## config.mk

```make
export PLATFORM = sky130hd
export DESIGN_NAME = gpi_input_conditioner
export DESIGN_NICKNAME = d
export VERILOG_FILES = /design/src/rtl/gpi_cond_pkg.sv /design/src/rtl/gpi_debounce_bit.sv /design/src/rtl/gpi_input_conditioner.sv
export SDC_FILE = /design/constraint.sdc
export NUM_CORES = 1
export LEC_CHECK = 0
export CAP_MARGIN = 0
export CORE_MARGIN = 3
export CORE_UTILIZATION = 57
export DETAILED_ROUTE_END_ITERATION = 6
export PLACE_DENSITY = 0.79
export SYNTH_ARGS = -nofsm -noshare
export SYNTH_HDL_FRONTEND = slang
export SYNTH_SLANG_ARGS = --single-unit
```

## constraint.sdc

```tcl
create_clock -name clk -period 2.3 [get_ports clk]
set_clock_uncertainty 0.2 [all_clocks]
set_input_delay 0.575 -clock clk [delete_from_list [all_inputs] [get_ports clk]]
set_output_delay 0.575 -clock clk [all_outputs]
set_load 0.05 [all_outputs]
```

## src/rtl/gpi_cond_pkg.sv

```systemverilog
// Shared constants and helpers for the GPI input conditioner.
// Sized for the soft_processor 8-bit gpi bus.
package gpi_cond_pkg;

    localparam int unsigned GPI_WIDTH           = 8;
    localparam int unsigned DEF_DEBOUNCE_CYCLES = 1000;

    // max(1, clog2(n)): width able to hold 0..n-1
    function automatic int unsigned cnt_width(input int unsigned n);
        int unsigned w;
        w = 1;
        for (int unsigned k = 1; k < 32; k++) begin
            if ((32'd1 << k) < n) begin
                w = k + 1;
            end
        end
        return w;
    endfunction

endpackage

```

## src/rtl/gpi_debounce_bit.sv

```systemverilog
// One conditioned input bit: synchroniser, debounce counter,
// stable level, edge pulses and sticky change flag.
module gpi_debounce_bit
    import gpi_cond_pkg::*;
#(
    parameter int unsigned DEBOUNCE_CYCLES = DEF_DEBOUNCE_CYCLES
) (
    input  logic clk,
    input  logic rst_n,
    input  logic pin,
    input  logic clr,
    output logic stable,
    output logic rise,
    output logic fall,
    output logic chg_flag,
    output logic chg_next
);

    localparam int unsigned      CNT_W    = cnt_width(DEBOUNCE_CYCLES);
    localparam logic [CNT_W-1:0] CNT_LAST = CNT_W'(DEBOUNCE_CYCLES - 1);

    logic             sync1;
    logic             sync2;
    logic [CNT_W-1:0] cnt;
    logic             differ;
    logic             accept;

    assign differ   = sync2 ^ stable;
    assign accept   = differ && (cnt == CNT_LAST);
    // A new transition wins over a clear arriving in the same cycle
    assign chg_next = accept | (chg_flag & ~clr);

    always_ff @(posedge clk or negedge rst_n) begin
        if (!rst_n) begin
            sync1    <= 1'b0;
            sync2    <= 1'b0;
            cnt      <= '0;
            stable   <= 1'b0;
            rise     <= 1'b0;
            fall     <= 1'b0;
            chg_flag <= 1'b0;
        end else begin
            sync1 <= pin;
            sync2 <= sync1;
            if (!differ || accept) begin
                cnt <= '0;
            end else begin
                cnt <= cnt + CNT_W'(1);
            end
            if (accept) begin
                stable <= sync2;
            end
            rise     <= accept & sync2;
            fall     <= accept & ~sync2;
            chg_flag <= chg_next;
        end
    end

endmodule

```

## src/rtl/gpi_input_conditioner.sv

```systemverilog
// Conditions raw board pins into the soft_processor gpi bus,
// with per-bit edge pulses and sticky change flags.
module gpi_input_conditioner
    import gpi_cond_pkg::*;
#(
    parameter int unsigned WIDTH           = GPI_WIDTH,
    parameter int unsigned DEBOUNCE_CYCLES = DEF_DEBOUNCE_CYCLES
) (
    input  logic             clk,
    input  logic             rst_n,
    input  logic [WIDTH-1:0] pin_in,
    output logic [WIDTH-1:0] gpi,
    output logic [WIDTH-1:0] rise,
    output logic [WIDTH-1:0] fall,
    output logic [WIDTH-1:0] chg_flag,
    input  logic [WIDTH-1:0] chg_clr,
    output logic             any_chg
);

    logic [WIDTH-1:0] chg_next;

    for (genvar i = 0; i < WIDTH; i++) begin : g_bit
        gpi_debounce_bit #(
            .DEBOUNCE_CYCLES(DEBOUNCE_CYCLES)
        ) u_bit (
            .clk     (clk),
            .rst_n   (rst_n),
            .pin     (pin_in[i]),
            .clr     (chg_clr[i]),
            .stable  (gpi[i]),
            .rise    (rise[i]),
            .fall    (fall[i]),
            .chg_flag(chg_flag[i]),
            .chg_next(chg_next[i])
        );
    end

    // Built from next-state flags so it moves in step with chg_flag
    always_ff @(posedge clk or negedge rst_n) begin
        if (!rst_n) begin
            any_chg <= 1'b0;
        end else begin
            any_chg <= |chg_next;
        end
    end

endmodule

```

# Yosys cells after proc, flatten, opt, wreduce, memory -nomap -nowiden
# Cells that the tools add are included.
# totals
out_inout_bits	33
inputBits	18
regBits	129
word_cells	162
# classes
bitwise_logic	56
reduce_logical	25
eq_ne	8
mux	8
n_addsub	8
# ops
cell	n
10-bit by 1-bit adder with 10-bit output (second input constant)	8
10-bit == test (second input constant)	8
10-bit 2-to-1 mux	8
1-bit bitwise AND	24
1-bit inverter	16
1-bit logical AND	8
1-bit zero test	8
1-bit logical OR	8
1-bit bitwise OR	8
8-bit OR reduction	1
1-bit bitwise XOR	8

# Longest topological paths before layout
# Gate-level depths: netlist of the first run.
# depth
ltp_word	4
mapped_depth	7
ltp_nobuf	6

# Modules after synthesis
# From an unflattened synthesis of the first run, not the netlist that was laid out.
# unflattened
hier_cells	509
hier_area_um2	5755.5
# modules_own_cells
mod	seq_area_each_um2	cells_per_inst	n_inst	area_per_inst_um2
gpi_debounce_bit at g_bit[0].u_bit ...	400.4	63	7	714.4
gpi_debounce_bit at g_bit[4].u_bit	400.4	64	1	713.2
gpi_input_conditioner	25.0	4	1	41.3

# Worst setup path after synthesis of the first run
# No wires, ideal clock.
# synth_timing
kind	flip-flop to flip-flop
from	register g_bit[1].u_bit.cnt[0]
to	register g_bit[1].u_bit.cnt[3]
n_path_buf	1
arrival_ps	1503
required_ps	1981
path_stages_with_launch	7
setup_time_ps	119
path_slack_ps	477
synth_period_minus_slack_ps	1823
cell_sequence	dfrtp_1 -> ha_1 -> nand3_1 -> or4_1 -> nand2b_1 -> buf_2 -> nor2_1
# synth_between
elab_chain_len	4
word_cells_on_any_way	5
cone_classes	add/sub (1); eq/ne (1); mux (1); reduce/logical (2)
# synth_lines
element	line_no	source
start, declared	gpi_debounce_bit.sv:24	logic [CNT_W-1:0] cnt;
start signal, assigned	gpi_debounce_bit.sv:48	cnt <= cnt + CNT_W'(1);
parallel branches: the longest is 3 deep, another holds 10-bit by 1-bit adder with 10-bit output	n/a	
10-bit 2-to-1 mux *	gpi_debounce_bit.sv:45	if (!differ || accept) begin
# Mark *: on every way between the ends.
# A chain may end at the register's enable or synchronous reset.

# Worst setup path after layout of the first run
# layout_timing
from	register g_bit[4].u_bit.chg_flag
to	output chg_flag[4]
# layout_lines
element	line_no	source
start, declared	gpi_debounce_bit.sv:15	output logic chg_flag,
start signal, assigned	gpi_debounce_bit.sv:55	chg_flag <= chg_next;
end, declared	gpi_input_conditioner.sv:15	output logic [WIDTH-1:0] chg_flag,
# No word-level cell between the ends.

==> results of run 1 <==
per-layer routing:
layer | wire (um) | GRT usage
met5 | 0 | 0
met4 | 157 | 0.08341
met2 | 5051 | 0.3238
met3 | 309 | 0.04138
met1 | 4454 | 0.2586
kinds of logic after synthesis:
group | count (synthesis) | share of synthesized area
and+or+nand+nor | 210 | 0.1922
DFF | 129 | 0.5821
xor gates and xnor gates | 66 | 0.1042
buffers and inverters | 55 | 0.06137
AOI/OAI and AO/OA | 22 | 0.02504
muxes | 8 | 0.01692
adders and majority gates | 8 | 0.01805
per-stage QoR:
stage / util / power [uW] / hold WS [ps] / cell area, um2 / worst slack (ps)
floorplan: - / 2474 / 79.41 / 5545 / 477.1
global placement: 0.6377 / 2573 / 132.9 / 5948 / 367.8
detailed placement: 0.6377 / 2585 / 134.7 / 5948 / 271.2
CTS: 0.6907 / 4896 / 146.5 / 6442 / 96.81
global route: 0.6907 / 5030 / 148.3 / 6442 / 71.45
finish: 0.6907 / 4844 / 145.3 / 6442 / 121.9
path summary, 6_finish.rpt:
path,from,slack [ps],to
max in group asynchronous,rst_n,900,g_bit[0].u_bit.chg_flag$_DFF_PN0_
worst min register to register,g_bit[7].u_bit.sync1$_DFF_PN0_,150,g_bit[7].u_bit.sync2$_DFF_PN0_
min in group asynchronous,rst_n,370,g_bit[4].u_bit.fall$_DFF_PN0_
worst min-delay path,g_bit[7].u_bit.sync1$_DFF_PN0_,150,g_bit[7].u_bit.sync2$_DFF_PN0_
worst max-delay path,g_bit[4].u_bit.chg_flag$_DFF_PN0_,120,chg_flag[4]
worst max register to register,g_bit[1].u_bit.cnt[0]$_DFF_PN0_,240,g_bit[1].u_bit.cnt[5]$_DFF_PN0_
flip-flops by register name (all words and copies together) (netlist names):
register / count
any_chg: 1
g_bit.u_bit.chg_flag: 8
g_bit.u_bit.cnt: 80
g_bit.u_bit.fall: 8
g_bit.u_bit.rise: 8
g_bit.u_bit.stable: 8
g_bit.u_bit.sync1: 8
g_bit.u_bit.sync2: 8
cell type report:
| type | instances | area [um2] |
|---|---|---|
| Clock inverter | 5 | 31.28 |
| Sequential cell | 129 | 3228 |
| Clock buffer | 24 | 480.5 |
| Fill cell | 670 | 2885 |
| Inverter | 17 | 63.81 |
| Multi-Input combinational cell | 314 | 1977 |
| Tap cell | 129 | 161.4 |
| Timing Repair Buffer | 54 | 500.5 |
report_power, final:
| group | switching, uW | internal, uW |
|---|---|---|
| combinational | 107 | 78.6 |
| sequential | 43.7 | 2320 |
| clock | 880 | 1410 |
| total | 1030 | 3810 |
cell usage after synthesis:
master / n
dfrtp_1: 129
nor2_1: 82
nand3_2: 1
nor2b_1: 1
mux2_4: 1
or4_4: 1
and3_1: 22
buf_6: 1
or2_2: 1
or3_1: 10
buf_4: 32
nor4_1: 2
buf_2: 5
nand4_1: 10
nor3_1: 2
nor3b_1: 16
ha_1: 8
xnor2_1: 37
inv_1: 17
nand4bb_1: 1
mux2_2: 7
nand4b_1: 3
o32ai_1: 2
or4_1: 3
o21ai_0: 7
nand3_1: 29
nand2b_1: 4
xor2_1: 29
and2_1: 1
o22ai_1: 5
and3_2: 1
o22ai_4: 1
nand2_1: 20
a21oi_1: 7
cells in the final DEF (no fill, tap or decap), types with 16 or more instances in the layout:
cell type	netlist	layout
nand3_1	29	29
clkdlybuf4s50_1	0	16
nor2_1	82	82
nand2_1	20	20
xor2_1	29	29
dlygate4sd2_1	0	22
nor3b_1	16	16
and3_1	22	22
xnor2_1	37	37
inv_1	17	17
clkbuf_16	0	16
dfrtp_1	129	129
what timing repair did:
item / CTS / global route
endpoints found under the hold margin: 31 / 0
endpoints found under the setup margin: 22 / 0
buffers inserted: 0 / 0
gates resized for setup: 22 / 0
hold buffers: 1 / 0
==> results.toml, run 1 <==
[placed_design]
dp_hpwl_um = 6540
portBuffers = 50
placedCellCount = 642
place_congestion = 0.7894

[critical_path]
crit_family = "buffers and inverters"
cp_cell_sequence = "dlygate4sd2_1"
worst_path_max_delay_cell = "dlygate4sd2_1"
critPathLaunchType = "register"
required_ps = 1520
reg2reg_depth = 5
path_depth = 1
worstPathArrival_ps = 1400
crit_fanout = 2
path_buf_inv = 1
path_class = "reg -> out"
critPathMaxStageDelay_ps = 540
endpoint_kind = "primary output"

[layout]
fin_cells = 672
nNetsFinal = 559
areaGrowthSynthToFinish_pct = 16.18
drive_gt1_frac = 0.09945
diodes = 0

[grt]
grt_pass1_vias = 3680
grt_pass1_wl_um = 17400
gr-total-overflow = 0
gr-usage-all-layers = 0.1980
grt_start_max_net_pins = 44
antenna_found_initial = 0

[synthesis]
ys.warnings.count = 0
yosysTopAreaCell = "dfrtp_1"
synth_top_area_frac = 0.5821
synth.yosys.seq_area_share = 0.5821
syn_inst = 498
synth_area_leaders = "dfrtp_1, xnor2_1, nor2_1, xor2_1, buf_4"
syn_avg_cell_area_um2 = 11.14
synthesis.nets = 524
synthesis.area_um2 = 5545
synth_cell_type_count = 34
synth_seq_cells = 129

[routing]
drt_iter0_drc = 154
wl_per_cell_um = 14.84
drc = 0
routed_wl_um = 9973
ant_nets = 0
vias_per_cell = 5.286
vias = 3552
drtPass1Iterations = 4

[floorplanning]
rows = 35
die-height_um = 104.6
ios = 51
initial_utilization = 0.5945
chipWidth_um = 104.6
die-area_um2 = 10950
design.core.area_um2 = 9328

[sta]
finalSetupViolations = 0
setup_tns_ps = 0
hold_viol = 0
worst_slew_margin_rel = 0.6548
max_freq_ghz = 0.4591
slew_viol_final = 0
rsz0062_at_grt = "false"
tightest_slew_ps = 516.2
finalCriticalPeriod_ps = 2178
finalCritPeriodShare = 0.9470

[clocking]
cts_buffers = 17
clkSinkCount = 129
htreeDepth = 4
root_buffer = "clkbuf_8"
insertion_delay_ps = 500
cts.path.max_buffers = 2
cts_tree = "yes"
clk_pin_slew_worst_paths_ps = 50

[hold_path]
hold_path.class = "reg -> reg"
whs_path_depth = 0

[pwr]
power.density_nw_per_um2 = 751.9
irDropWorstVdd_v = 0.0004721
p_leak_uw = 0.003013

[run_status]
status = "complete, no violations"

[flow_run]
drv_cap = 0
Note: power is estimated with default switching activity, not from simulation.
==> run 2, diff against run 1 <==
--- a/config.mk
+++ b/config.mk
@@ -10,6 +10,7 @@
 export CORE_UTILIZATION = 57
 export DETAILED_ROUTE_END_ITERATION = 6
 export PLACE_DENSITY = 0.79
+export SLEW_MARGIN = 20
 export SYNTH_ARGS = -nofsm -noshare
 export SYNTH_HDL_FRONTEND = slang
 export SYNTH_SLANG_ARGS = --single-unit
==> results of run 2 <==
Same layout as run 1: the final DEF is identical, and so are final timing and power.
